$ cat src/rtl/pwm_multi_channel.sv
// pwm_multi_channel
//   N-channel PWM generator sharing one prescaled timebase. Period, duties, counting
//   mode and prescale are double-buffered: a load strobe stages new values, and the
//   staged set becomes active only at a period boundary (or at once while disabled),
//   so outputs never glitch mid-period.
//
// Ports
//   clk         system clock, rising edge
//   reset       asynchronous, active-high reset
//   enable      1 = run timebase, 0 = halt with outputs low
//   load        1-cycle strobe: stage period/duty/mode/prescale
//   period      staged top count
//   duty        staged duties, channel i = duty[i*R_BITS +: R_BITS]
//   mode        staged mode: 0 edge-aligned, 1 center-aligned
//   prescale    staged prescale: one tick every prescale+1 clocks
//   pending     staged values waiting for a boundary
//   period_end  1-clk pulse, registered from the boundary tick
//   pwm_out     registered PWM outputs
module pwm_multi_channel #(
    parameter int unsigned R_BITS     = 8,
    parameter int unsigned N_CH       = 4,
    parameter int unsigned PRESC_BITS = 8
) (
    input  logic                     clk,
    input  logic                     reset,
    input  logic                     enable,
    input  logic                     load,
    input  logic [R_BITS-1:0]        period,
    input  logic [N_CH*R_BITS-1:0]   duty,
    input  logic                     mode,
    input  logic [PRESC_BITS-1:0]    prescale,
    output logic                     pending,
    output logic                     period_end,
    output logic [N_CH-1:0]          pwm_out
);

    typedef enum logic {DirUp, DirDown} dir_e;

    // Active and staged configuration
    logic [R_BITS-1:0]      period_act_q, period_stg_q;
    logic [N_CH*R_BITS-1:0] duty_act_q, duty_stg_q;
    logic                   mode_act_q, mode_stg_q;
    logic [PRESC_BITS-1:0]  prescale_act_q, prescale_stg_q;

    // Timebase state
    logic [PRESC_BITS-1:0]  presc_cnt_q, presc_cnt_d;
    logic [R_BITS-1:0]      cnt_q, cnt_d;
    dir_e                   dir_q, dir_d;
    logic                   pending_q, pending_d;
    logic                   period_end_q;
    logic [N_CH-1:0]        pwm_q, pwm_d;

    logic tick, center_ud, last, boundary, apply;

    always_comb begin
        tick      = enable && (presc_cnt_q == prescale_act_q);
        // Up/down counting only makes a difference for period >= 2; center mode with
        // period 1 yields the same 0,1 sequence as edge mode, and period 0 is edge mode.
        center_ud = mode_act_q && (period_act_q > R_BITS'(1));
        // Center cycle is 0,1..P,P-1..1 (2*P ticks, symmetric about P); the tick that
        // would bring the down-count back to 0 is the boundary, and the boundary itself
        // reloads cnt=0 with dir=up.
        if (center_ud) begin
            last = (dir_q == DirDown) && (cnt_q == R_BITS'(1));
        end else begin
            last = (cnt_q == period_act_q);
        end
        boundary = tick && last;
        // While disabled there is no period in flight, so staged values go live at once.
        apply    = pending_q && (boundary || !enable);

        presc_cnt_d = presc_cnt_q;
        cnt_d       = cnt_q;
        dir_d       = dir_q;
        if (!enable) begin
            presc_cnt_d = '0;
            cnt_d       = '0;
            dir_d       = DirUp;
        end else if (tick) begin
            presc_cnt_d = '0;
            if (boundary) begin
                cnt_d = '0;
                dir_d = DirUp;
            end else if (center_ud && (dir_q == DirDown)) begin
                cnt_d = cnt_q - R_BITS'(1);
            end else if (center_ud && (cnt_q == period_act_q)) begin
                cnt_d = cnt_q - R_BITS'(1);
                dir_d = DirDown;
            end else begin
                cnt_d = cnt_q + R_BITS'(1);
            end
        end else begin
            presc_cnt_d = presc_cnt_q + PRESC_BITS'(1);
        end
        if (apply) begin
            presc_cnt_d = '0;
        end

        // A load coinciding with an apply is kept pending for the following boundary.
        if (load) begin
            pending_d = 1'b1;
        end else if (apply) begin
            pending_d = 1'b0;
        end else begin
            pending_d = pending_q;
        end

        pwm_d = '0;
        for (int i = 0; i < int'(N_CH); i++) begin
            pwm_d[i] = enable && (cnt_q < duty_act_q[i*R_BITS +: R_BITS]);
        end
    end

    always_ff @(posedge clk or posedge reset) begin
        if (reset) begin
            period_act_q   <= '0;
            period_stg_q   <= '0;
            duty_act_q     <= '0;
            duty_stg_q     <= '0;
            mode_act_q     <= 1'b0;
            mode_stg_q     <= 1'b0;
            prescale_act_q <= '0;
            prescale_stg_q <= '0;
            presc_cnt_q    <= '0;
            cnt_q          <= '0;
            dir_q          <= DirUp;
            pending_q      <= 1'b0;
            period_end_q   <= 1'b0;
            pwm_q          <= '0;
        end else begin
            presc_cnt_q  <= presc_cnt_d;
            cnt_q        <= cnt_d;
            dir_q        <= dir_d;
            pending_q    <= pending_d;
            period_end_q <= boundary;
            pwm_q        <= pwm_d;
            // Apply reads the staged set from before this cycle's load.
            if (apply) begin
                period_act_q   <= period_stg_q;
                duty_act_q     <= duty_stg_q;
                mode_act_q     <= mode_stg_q;
                prescale_act_q <= prescale_stg_q;
            end
            if (load) begin
                period_stg_q   <= period;
                duty_stg_q     <= duty;
                mode_stg_q     <= mode;
                prescale_stg_q <= prescale;
            end
        end
    end

    assign pending    = pending_q;
    assign period_end = period_end_q;
    assign pwm_out    = pwm_q;

endmodule

$ cat config.mk
export PLATFORM = sky130hd
export DESIGN_NAME = pwm_multi_channel
export DESIGN_NICKNAME = d
export VERILOG_FILES = /design/src/rtl/pwm_multi_channel.sv
export SDC_FILE = /design/constraint.sdc
export NUM_CORES = 1
export LEC_CHECK = 0
export CORE_AREA = 5 5 109 111
export CTS_CLUSTER_SIZE = 28
export DETAILED_ROUTE_END_ITERATION = 12
export DIE_AREA = 0 0 114 116
export GPL_TIMING_DRIVEN = 0
export HOLD_SLACK_MARGIN = 0.1
export PLACE_DENSITY = 0.73
export SETUP_SLACK_MARGIN = 0.5
export SLEW_MARGIN = 15
export SYNTH_ARGS = -nofsm -noshare
export SYNTH_HDL_FRONTEND = slang
export SYNTH_SLANG_ARGS = --single-unit
$ cat constraint.sdc
create_clock -name clk -period 5.4 [get_ports clk]
set_input_delay 1.08 -clock clk [delete_from_list [all_inputs] [get_ports clk]]
set_output_delay 1.08 -clock clk [all_outputs]
set_load 0.02 [all_outputs]
==> impl_results.html, run 1 <==
<table>
<tr><th>Metric</th><th>Value</th></tr>
<tr><th colspan="2">Routing</th></tr>
<tr><td>Via density per instance</td><td>5.40</td></tr>
<tr><td>Via total after detailed routing</td><td>3,653</td></tr>
<tr><td>Drc violations</td><td>0</td></tr>
<tr><td>Drt wl/cell</td><td>16.2 um</td></tr>
<tr><td>Iter 0 DRT Violations</td><td>187</td></tr>
<tr><td>Wire length after detailed routing</td><td>11.0 mm</td></tr>
<tr><td>Antenna-violating nets left</td><td>0</td></tr>
<tr><td>Detailed-router iteration count before antenna repair</td><td>4</td></tr>
<tr><th colspan="2">CTS</th></tr>
<tr><td>Post-CTS Hold Fix Bufs</td><td>0</td></tr>
<tr><td>Clock tree from TritonCTS</td><td>built</td></tr>
<tr><td>H-Tree Level Count</td><td>4</td></tr>
<tr><td>Post-CTS clock slew at the launch and capture registers of the worst setup and hold paths</td><td>50 ps</td></tr>
<tr><td>Root buffer selected by CTS</td><td>sky130_fd_sc_hd__clkbuf_8</td></tr>
<tr><td>Clock buffer depth</td><td>2</td></tr>
<tr><td>Number of gates resized after cts</td><td>0</td></tr>
<tr><td>Later-pin clock latency in the skew report</td><td>520 ps</td></tr>
<tr><td>Num Clock Sinks</td><td>121</td></tr>
<tr><td>Buffer count from post-CTS setup fixing</td><td>0</td></tr>
<tr><td>Clock buffer count from CTS</td><td>17</td></tr>
<tr><th colspan="2">Floorplanning</th></tr>
<tr><td>IO Count</td><td>59</td></tr>
<tr><td>Standard-cell rows</td><td>38</td></tr>
<tr><td>Standard cell core area</td><td>10,700 sq um</td></tr>
<tr><td>Starting Density</td><td>0.540</td></tr>
<tr><td>Die boundary height</td><td>116 um</td></tr>
<tr><td>Die ar.</td><td>13,200 sq um</td></tr>
<tr><td>Width of the chip</td><td>114 um</td></tr>
<tr><th colspan="2">Synth</th></tr>
<tr><td>Cell area after technology mapping</td><td>5780 sq um</td></tr>
<tr><td>Asr flop ratio synth</td><td>1.00</td></tr>
<tr><td>Net Count, Synth</td><td>535</td></tr>
<tr><td>Mean Syn Cell Area</td><td>12.8 sq um</td></tr>
<tr><td>Sequential cell area fraction in the yosys report</td><td>0.524</td></tr>
<tr><td>Number of distinct library cells after synthesis</td><td>45</td></tr>
<tr><td>Cell count after synthesis</td><td>450</td></tr>
<tr><td>Most frequently used flop master after synthesis</td><td>sky130_fd_sc_hd__dfrtp_1</td></tr>
<tr><td>Number of flops mapped to enable cells by yosys</td><td>0</td></tr>
<tr><td>Count of state elements after synthesis</td><td>121</td></tr>
<tr><td>YS warnings</td><td>0</td></tr>
<tr><th colspan="2">Global route</th></tr>
<tr><td>Wire length of the first global-routing pass</td><td>19.1 mm</td></tr>
<tr><td>Maximum number of pins on one net before global-route repair</td><td>76</td></tr>
<tr><td>Total global routing track utilization</td><td>0.186</td></tr>
<tr><td>Initial antenna violation count</td><td>0</td></tr>
<tr><td>Number of global-route vias before repair</td><td>3,996</td></tr>
<tr><td>Total global routing overflow</td><td>0</td></tr>
<tr><th colspan="2">Power</th></tr>
<tr><td>Relative contribution of sequential cells to total power</td><td>0.457</td></tr>
<tr><td>Net switching component of the power</td><td>0.000608 W</td></tr>
<tr><td>Power density over the cells</td><td>346 nW/um^2</td></tr>
<tr><td>Total internal power</td><td>0.00183 W</td></tr>
<tr><td>Logic gate share of total power</td><td>0.154</td></tr>
<tr><td>Switch share</td><td>0.249</td></tr>
<tr><td>Clk pwr share</td><td>0.389</td></tr>
<tr><td>IR drop worst, VDD</td><td>0.404 mV</td></tr>
<tr><td>Static leakage</td><td>3.32 nW</td></tr>
<tr><th colspan="2">Cells and area</th></tr>
<tr><td>Final Instance Count excl. Fillers</td><td>677</td></tr>
<tr><td>Layout cells sized above 1</td><td>0.253</td></tr>
<tr><td>Top library cells by usage in the layout, fill and taps aside</td><td>sky130_fd_sc_hd__dfrtp_1 (121), sky130_fd_sc_hd__mux2_2 (88), sky130_fd_sc_hd__clkdlybuf4s50_1 (57)</td></tr>
<tr><td>Growth of design area from synthesis to finish</td><td>22.0%</td></tr>
<tr><td>Number of inserted filler cells in the final layout</td><td>830</td></tr>
<tr><td>Net count of the finished layout</td><td>612</td></tr>
<tr><td>Most frequent standard cell in the layout excluding fill and tap cells</td><td>sky130_fd_sc_hd__dfrtp_1</td></tr>
<tr><td>Number of antenna repair diodes</td><td>0</td></tr>
<tr><th colspan="2">Worst setup path</th></tr>
<tr><td>Required time at the endpoint of the critical path</td><td>5800 ps</td></tr>
<tr><td>Kind of capture point of the worst setup path</td><td>flip-flop</td></tr>
<tr><td>Data arrival time of the critical path</td><td>3380 ps</td></tr>
<tr><td>Register-to-Register Setup Slack</td><td>2420 ps</td></tr>
<tr><td>Worst Path Max Fanout</td><td>10</td></tr>
<tr><td>Setup Crit Path Kind</td><td>flip-flop to flip-flop</td></tr>
<tr><td>Kind of launch point of the worst setup path</td><td>flip-flop</td></tr>
<tr><th colspan="2">STA</th></tr>
<tr><td>Final Max Tran Viols</td><td>0</td></tr>
<tr><td>Final setup margin</td><td>2420 ps</td></tr>
<tr><td>Number of failing hold endpoints at the final stage</td><td>0</td></tr>
<tr><td>Slew Limit Headroom</td><td>0.526</td></tr>
<tr><td>Worst hold margin</td><td>500 ps</td></tr>
<tr><td>Post-route fraction of the period consumed by the critical path</td><td>0.552</td></tr>
<tr><td>Max Fclk</td><td>0.335 GHz</td></tr>
<tr><td>Clk_skew</td><td>8.37 ps</td></tr>
<tr><td>Setup repair after global routing missed its margin</td><td>false</td></tr>
<tr><td>Worst-Margin Slew</td><td>705 ps</td></tr>
<tr><td>Final setup fails</td><td>0</td></tr>
<tr><td>Clock period minus final worst setup slack</td><td>2980 ps</td></tr>
<tr><th colspan="2">Place</th></tr>
<tr><td>GPL Wtd Cong</td><td>0.902</td></tr>
<tr><td>Setup WS pre-CTS</td><td>2340 ps</td></tr>
<tr><td>Placed wire-length estimate after detailed placement</td><td>7.68 mm</td></tr>
<tr><td>Count of buffers inserted at the top-level ports</td><td>57</td></tr>
<tr><td>Cells after DPL</td><td>648</td></tr>
<tr><th colspan="2">Worst hold path</th></tr>
<tr><td>Worst hold-check path type</td><td>flip-flop to flip-flop</td></tr>
<tr><th colspan="2">Outcome</th></tr>
<tr><td>Run status</td><td>completed</td></tr>
<tr><th colspan="2">Flow run</th></tr>
<tr><td>Max Cap Viol</td><td>0</td></tr>
</table>
==> synthesized netlist by cell type (4+ instances only) <==
master | number | area share
sky130_fd_sc_hd__a31oi_1 | 4 | 0.0043
sky130_fd_sc_hd__nor3_1 | 5 | 0.0043
sky130_fd_sc_hd__buf_1 | 4 | 0.0026
sky130_fd_sc_hd__mux2_4 | 10 | 0.026
sky130_fd_sc_hd__clkbuf_1 | 7 | 0.0045
sky130_fd_sc_hd__mux2_2 | 88 | 0.17
sky130_fd_sc_hd__inv_1 | 34 | 0.022
sky130_fd_sc_hd__nand2b_1 | 4 | 0.0043
sky130_fd_sc_hd__a21oi_1 | 7 | 0.0061
sky130_fd_sc_hd__a211o_1 | 4 | 0.0061
sky130_fd_sc_hd__nor4_1 | 4 | 0.0043
sky130_fd_sc_hd__a21o_1 | 10 | 0.013
sky130_fd_sc_hd__nand2_1 | 10 | 0.0065
sky130_fd_sc_hd__nor2_1 | 15 | 0.0097
sky130_fd_sc_hd__ha_1 | 32 | 0.069
sky130_fd_sc_hd__and3_1 | 4 | 0.0043
sky130_fd_sc_hd__o21ai_0 | 7 | 0.0061
sky130_fd_sc_hd__buf_2 | 4 | 0.0035
sky130_fd_sc_hd__o21bai_1 | 6 | 0.0078
sky130_fd_sc_hd__a211oi_1 | 4 | 0.0052
sky130_fd_sc_hd__dfrtp_1 | 121 | 0.52
sky130_fd_sc_hd__xor2_1 | 21 | 0.032
sky130_fd_sc_hd__nand3_1 | 13 | 0.011
==> registers in the layout, indices dropped and copies added, names as in the netlist, 4 cells and up <==
| register | flops |
|---|---|
| duty_act_q | 32 |
| duty_stg_q | 32 |
| cnt_q | 8 |
| period_act_q | 8 |
| period_stg_q | 8 |
| presc_cnt_q | 8 |
| prescale_act_q | 8 |
| prescale_stg_q | 8 |
| pwm_out | 4 |
==> power groups by stage <==
stage          Sequential, W  Combinational (W)  Clock [W]
4_1_cts              0.00112           0.000383   0.000973
3_3_place_gp         0.00112           0.000358          0
6_report             0.00112           0.000377   0.000949
5_1_grt              0.00113           0.000425    0.00102
3_5_place_dp         0.00113           0.000379          0
2_1_floorplan        0.00110           0.000273          0
==> worst max-delay path: stages (launching register included) <==
cell                       delay (ps)
sky130_fd_sc_hd__dfrtp_1          370
sky130_fd_sc_hd__clkbuf_1         420
sky130_fd_sc_hd__xor2_1           130
sky130_fd_sc_hd__nor4_1           650
sky130_fd_sc_hd__nand3_2          250
sky130_fd_sc_hd__a21oi_4          270
sky130_fd_sc_hd__o21ai_2          130
sky130_fd_sc_hd__buf_6            180
sky130_fd_sc_hd__buf_6            160
sky130_fd_sc_hd__mux2_4           300
==> final timing paths <==
kind                                 from                end  cells after the start
setup / recovery                 cnt_q[0]      duty_act_q[1]                      9
hold / removal             duty_stg_q[31]     duty_act_q[31]                      1
setup reg to reg                 cnt_q[0]      duty_act_q[1]                      9
hold reg to reg            duty_stg_q[31]     duty_act_q[31]                      1
max in group asynchronous           reset     duty_stg_q[19]                      3
min in group asynchronous           reset  prescale_act_q[2]                      2
==> cells by family after synthesis <==
logic type | share of synthesized area
compound gates | 0.0725
xor+xnor | 0.0348
fa+ha+maj | 0.0692
buf+inv | 0.0366
flops | 0.524
mux | 0.199
simple gates | 0.0641
==> metal layers <==
layer  routed length [um]  GRT usage  share of wire
met5                    0          0              0
met3                  634     0.0590          0.058
met4                  129     0.0689          0.012
met1                 4870      0.230           0.44
met2                 5350      0.308           0.49
==> layout make-up <==
| class | instances | area, sq um | share of cell area |
|---|---|---|---|
| sequential | 121 | 3030 | 0.429 |
| clock inverter | 4 | 20.0 | 0.00284 |
| inverter | 34 | 133 | 0.0188 |
| tap | 140 | 175 | 0.0248 |
| buffer | 17 | 83.8 | 0.0119 |
| multi-input combinational | 278 | 2540 | 0.360 |
| timing repair buffer | 58 | 598 | 0.0848 |
| clock buffer | 25 | 474 | 0.0672 |
==> metrics by stage <==
stage,util,instance area (sq um),TNS [ps],power (W)
final,0.659,7050,0,0.00244
after global routing,0.659,7050,0,0.00258
after CTS,0.659,7050,0,0.00247
after detailed placement,0.613,6560,0,0.00151
after global placement,0.610,6530,-59220,0.00148
after floorplan,-,5780,0,0.00138
No activity file was read; power rests on OpenSTA's default activity.
==> inputs of run 2 (changes only) <==
==> constraint.sdc (replaced) <==
create_clock -name clk -period 3 [get_ports clk]
set_input_delay 0.6 -clock clk [delete_from_list [all_inputs] [get_ports clk]]
set_output_delay 0.6 -clock clk [all_outputs]
set_load 0.02 [all_outputs]
==> run 2 against run 1 <==
Net effect: routed wire length up 6.0%; cell count rose by 2.5%; flip-flop and latch count is the same; sequential power increased by 79%; highest routed layer unchanged; clock power increased by 95%; via count increased by 2.3%; clock skew down 2.2 ps; core utilization grew 2.9 points.
==> impl_results.html, run 2 (synthesis gave the netlist of run 1 again) <==
<table>
<tr><th>Metric</th><th>Value</th></tr>
<tr><th colspan="2">Cells and area</th></tr>
<tr><td>Most frequent standard cell in the layout excluding fill and tap cells</td><td>sky130_fd_sc_hd__dfrtp_1</td></tr>
<tr><td>Top flop regs</td><td>duty_act_q (32), duty_stg_q (32)</td></tr>
<tr><td>Number of antenna repair diodes</td><td>0</td></tr>
<tr><td>Fin util</td><td>0.688</td></tr>
<tr><td>Layout cells sized above 1</td><td>0.298</td></tr>
<tr><td>Number of inserted filler cells in the final layout</td><td>813</td></tr>
<tr><td>Net count of the finished layout</td><td>628</td></tr>
<tr><td>Top library cells by usage in the layout, fill and taps aside</td><td>sky130_fd_sc_hd__dfrtp_1 (116), sky130_fd_sc_hd__mux2_2 (88), sky130_fd_sc_hd__clkdlybuf4s50_1 (57)</td></tr>
<tr><td>Growth of design area from synthesis to finish</td><td>27.4%</td></tr>
<tr><td>Final Instance Count excl. Fillers</td><td>694</td></tr>
<tr><th colspan="2">Global route</th></tr>
<tr><td>Maximum number of pins on one net before global-route repair</td><td>35</td></tr>
<tr><td>Total global routing track utilization</td><td>0.195</td></tr>
<tr><td>Initial antenna violation count</td><td>0</td></tr>
<tr><td>Wire length of the first global-routing pass</td><td>19.7 mm</td></tr>
<tr><td>Total global routing overflow</td><td>0</td></tr>
<tr><td>Number of global-route vias before repair</td><td>4,026</td></tr>
<tr><th colspan="2">Worst setup path</th></tr>
<tr><td>Number of cells on the worst reg-to-reg path</td><td>9</td></tr>
<tr><td>Worst r2r dst</td><td>duty_act_q[8]</td></tr>
<tr><td>Register-to-Register Setup Slack</td><td>420 ps</td></tr>
<tr><td>Source of the worst register-to-register timing path</td><td>cnt_q[4]</td></tr>
<tr><td>Slowest cell delay on critical path</td><td>560 ps</td></tr>
<tr><td>Setup Crit Path Kind</td><td>flip-flop to flip-flop</td></tr>
<tr><td>Most common cell on crit path</td><td>sky130_fd_sc_hd__buf_8</td></tr>
<tr><td>Worst Path Max Fanout</td><td>10</td></tr>
<tr><td>Crit path buf inv count</td><td>3</td></tr>
<tr><td>Critical path depth</td><td>9</td></tr>
<tr><td>Setup crit start</td><td>cnt_q[4]</td></tr>
<tr><td>Required time at the endpoint of the critical path</td><td>3420 ps</td></tr>
<tr><td>Kind of capture point of the worst setup path</td><td>flip-flop</td></tr>
<tr><td>Data arrival time of the critical path</td><td>2990 ps</td></tr>
<tr><td>Max stage delay cell, worst path</td><td>sky130_fd_sc_hd__or4_4</td></tr>
<tr><td>Cell Chain, Critical Path</td><td>buf_8 -&gt; nor4_4 -&gt; nand2_1 -&gt; or4_4 -&gt; a21oi_4 -&gt; o21ai_4 -&gt; buf_8 -&gt; buf_12 -&gt; mux2_4</td></tr>
<tr><td>Critical path endpoint</td><td>duty_act_q[8]</td></tr>
<tr><td>Cell type group with the largest total delay on the critical path</td><td>simple AND/OR/NAND/NOR gates</td></tr>
<tr><td>Kind of launch point of the worst setup path</td><td>flip-flop</td></tr>
<tr><th colspan="2">Floorplanning</th></tr>
<tr><td>IO Count</td><td>59</td></tr>
<tr><td>Die boundary height</td><td>116 um</td></tr>
<tr><td>Standard-cell rows</td><td>38</td></tr>
<tr><td>Width of the chip</td><td>114 um</td></tr>
<tr><td>Starting Density</td><td>0.540</td></tr>
<tr><td>Die ar.</td><td>13,200 sq um</td></tr>
<tr><td>Standard cell core area</td><td>10,700 sq um</td></tr>
<tr><th colspan="2">STA</th></tr>
<tr><td>Worst-Margin Slew</td><td>622 ps</td></tr>
<tr><td>Max Fclk</td><td>0.388 GHz</td></tr>
<tr><td>Clock period minus final worst setup slack</td><td>2580 ps</td></tr>
<tr><td>Post-route fraction of the period consumed by the critical path</td><td>0.859</td></tr>
<tr><td>Setup TNS after final layout</td><td>0 ps</td></tr>
<tr><td>Clk_skew</td><td>6.15 ps</td></tr>
<tr><td>Final setup fails</td><td>0</td></tr>
<tr><td>Number of failing hold endpoints at the final stage</td><td>0</td></tr>
<tr><td>Final Max Tran Viols</td><td>0</td></tr>
<tr><td>Slew Limit Headroom</td><td>0.585</td></tr>
<tr><td>Worst hold margin</td><td>483 ps</td></tr>
<tr><td>Setup repair after global routing missed its margin</td><td>true</td></tr>
<tr><th colspan="2">Power</th></tr>
<tr><td>Switch share</td><td>0.245</td></tr>
<tr><td>Relative contribution of sequential cells to total power</td><td>0.435</td></tr>
<tr><td>Power density over the cells</td><td>626 nW/um^2</td></tr>
<tr><td>Clk pwr share</td><td>0.402</td></tr>
<tr><td>Power Total</td><td>0.00461 W</td></tr>
<tr><td>Net switching component of the power</td><td>0.00113 W</td></tr>
<tr><td>Logic gate share of total power</td><td>0.163</td></tr>
<tr><td>IR drop worst, VDD</td><td>0.468 mV</td></tr>
<tr><td>Total internal power</td><td>0.00348 W</td></tr>
<tr><td>Static leakage</td><td>3.46 nW</td></tr>
<tr><th colspan="2">Routing</th></tr>
<tr><td>Antenna-violating nets left</td><td>0</td></tr>
<tr><td>Drt wl/cell</td><td>16.8 um</td></tr>
<tr><td>Via total after detailed routing</td><td>3,736</td></tr>
<tr><td>Drc violations</td><td>0</td></tr>
<tr><td>Wire length after detailed routing</td><td>11.6 mm</td></tr>
<tr><td>Iter 0 DRT Violations</td><td>230</td></tr>
<tr><td>Via density per instance</td><td>5.38</td></tr>
<tr><td>Detailed-router iteration count before antenna repair</td><td>4</td></tr>
<tr><th colspan="2">Place</th></tr>
<tr><td>Placed wire-length estimate after detailed placement</td><td>7.97 mm</td></tr>
<tr><td>GPL Wtd Cong</td><td>0.887</td></tr>
<tr><td>Cells after DPL</td><td>650</td></tr>
<tr><td>Count of buffers inserted at the top-level ports</td><td>57</td></tr>
<tr><th colspan="2">Outcome</th></tr>
<tr><td>Run status</td><td>completed</td></tr>
<tr><th colspan="2">Flow run</th></tr>
<tr><td>Max Cap Viol</td><td>0</td></tr>
<tr><th colspan="2">CTS</th></tr>
<tr><td>Post-CTS clock slew at the launch and capture registers of the worst setup and hold paths</td><td>50 ps</td></tr>
<tr><td>H-Tree Level Count</td><td>4</td></tr>
<tr><td>Clock tree from TritonCTS</td><td>built</td></tr>
<tr><td>Root buffer selected by CTS</td><td>sky130_fd_sc_hd__clkbuf_8</td></tr>
<tr><td>Clock buffer depth</td><td>2</td></tr>
<tr><td>Later-pin clock latency in the skew report</td><td>530 ps</td></tr>
<tr><td>Post-CTS Hold Fix Bufs</td><td>0</td></tr>
<tr><td>Num Clock Sinks</td><td>121</td></tr>
<tr><td>Clock buffer count from CTS</td><td>17</td></tr>
<tr><th colspan="2">Worst hold path</th></tr>
<tr><td>Worst hold-check path type</td><td>primary input to async pin</td></tr>
</table>
run 2: cell count changes in the layout (fill, tap and decap cells not counted), moves of 2 or more:
| cell | delta |
|---|---|
| sky130_fd_sc_hd__buf_12 | +5 |
| sky130_fd_sc_hd__buf_2 | -4 |
| sky130_fd_sc_hd__buf_4 | +15 |
| sky130_fd_sc_hd__buf_8 | +2 |
| sky130_fd_sc_hd__clkbuf_1 | -3 |
| sky130_fd_sc_hd__clkbuf_2 | +2 |
| sky130_fd_sc_hd__clkbuf_8 | +2 |
| sky130_fd_sc_hd__clkinv_2 | -3 |
| sky130_fd_sc_hd__dfrtp_1 | -5 |
| sky130_fd_sc_hd__dfrtp_2 | +5 |
| sky130_fd_sc_hd__nor4_1 | -3 |
| sky130_fd_sc_hd__nor4_4 | +3 |
run 2: power groups by stage:
stage / clock, W / sequential, W / combinational [W]
after floorplan: 0 / 0.00199 / 0.000495
after global placement: 0 / 0.00202 / 0.000648
after detailed placement: 0 / 0.00204 / 0.000689
after CTS: 0.00190 / 0.00201 / 0.000746
after global routing: 0.00198 / 0.00203 / 0.000844
final: 0.00185 / 0.00201 / 0.000754
run 2: cell type report:
cell class | count | area, sq um | share of cell area
repair buffers | 74 | 748 | 0.102
inverters | 34 | 131 | 0.0178
well taps | 140 | 175 | 0.0238
multi-input cells | 278 | 2600 | 0.353
clock inverters | 2 | 35.0 | 0.00476
clock buffers | 28 | 505 | 0.0686
plain buffers | 17 | 135 | 0.0184
flip-flops and latches | 121 | 3030 | 0.412
run 2: worst min-delay path by stage:
stage,from,endpoint,slack [ps],cells after the start
6_report,reset,prescale_act_q[4],480,2
5_1_grt,duty_act_q[25],duty_act_q[25],510,1
4_1_cts,reset,prescale_act_q[4],470,2
3_5_place_dp,duty_stg_q[24],duty_act_q[24],490,1
3_3_place_gp,prescale_stg_q[1],prescale_act_q[1],480,1
2_1_floorplan,duty_stg_q[31],duty_act_q[31],480,1
run 2: metal layers:
layer / GRT usage / up-vias / part of all wire
li1: - / 1784 / -
met1: 0.239 / 1860 / 0.44
met2: 0.319 / 79 / 0.50
met3: 0.0627 / 13 / 0.053
met4: 0.0831 / 0 / 0.014
met5: 0 / - / 0
run 2: through the flow:
| step | setup WS (ps) | instance area, sq um |
|---|---|---|
| 6_report | 422 | 7360 |
| 5_1_grt | 340 | 7360 |
| 4_1_cts | 465 | 7310 |
| 3_5_place_dp | -10.9 | 6610 |
| 3_3_place_gp | -155 | 6550 |
| 2_1_floorplan | 497 | 5800 |
run 2: worst register-to-register path, cell delays in order (launching register included):
cell and delay [ps]:
sky130_fd_sc_hd__dfrtp_2 420, sky130_fd_sc_hd__buf_8 130, sky130_fd_sc_hd__nor4_4 280, sky130_fd_sc_hd__nand2_1 120
sky130_fd_sc_hd__or4_4 560, sky130_fd_sc_hd__a21oi_4 240, sky130_fd_sc_hd__o21ai_4 120, sky130_fd_sc_hd__buf_8 160
sky130_fd_sc_hd__buf_12 140, sky130_fd_sc_hd__mux2_4 300
run 2: repair_timing:
action                     CTS  global route
pin swaps                    5             6
hold endpoints to repair     0             0
setup endpoints to repair   57            54
gates resized for setup     22             8
buffers inserted            10             4
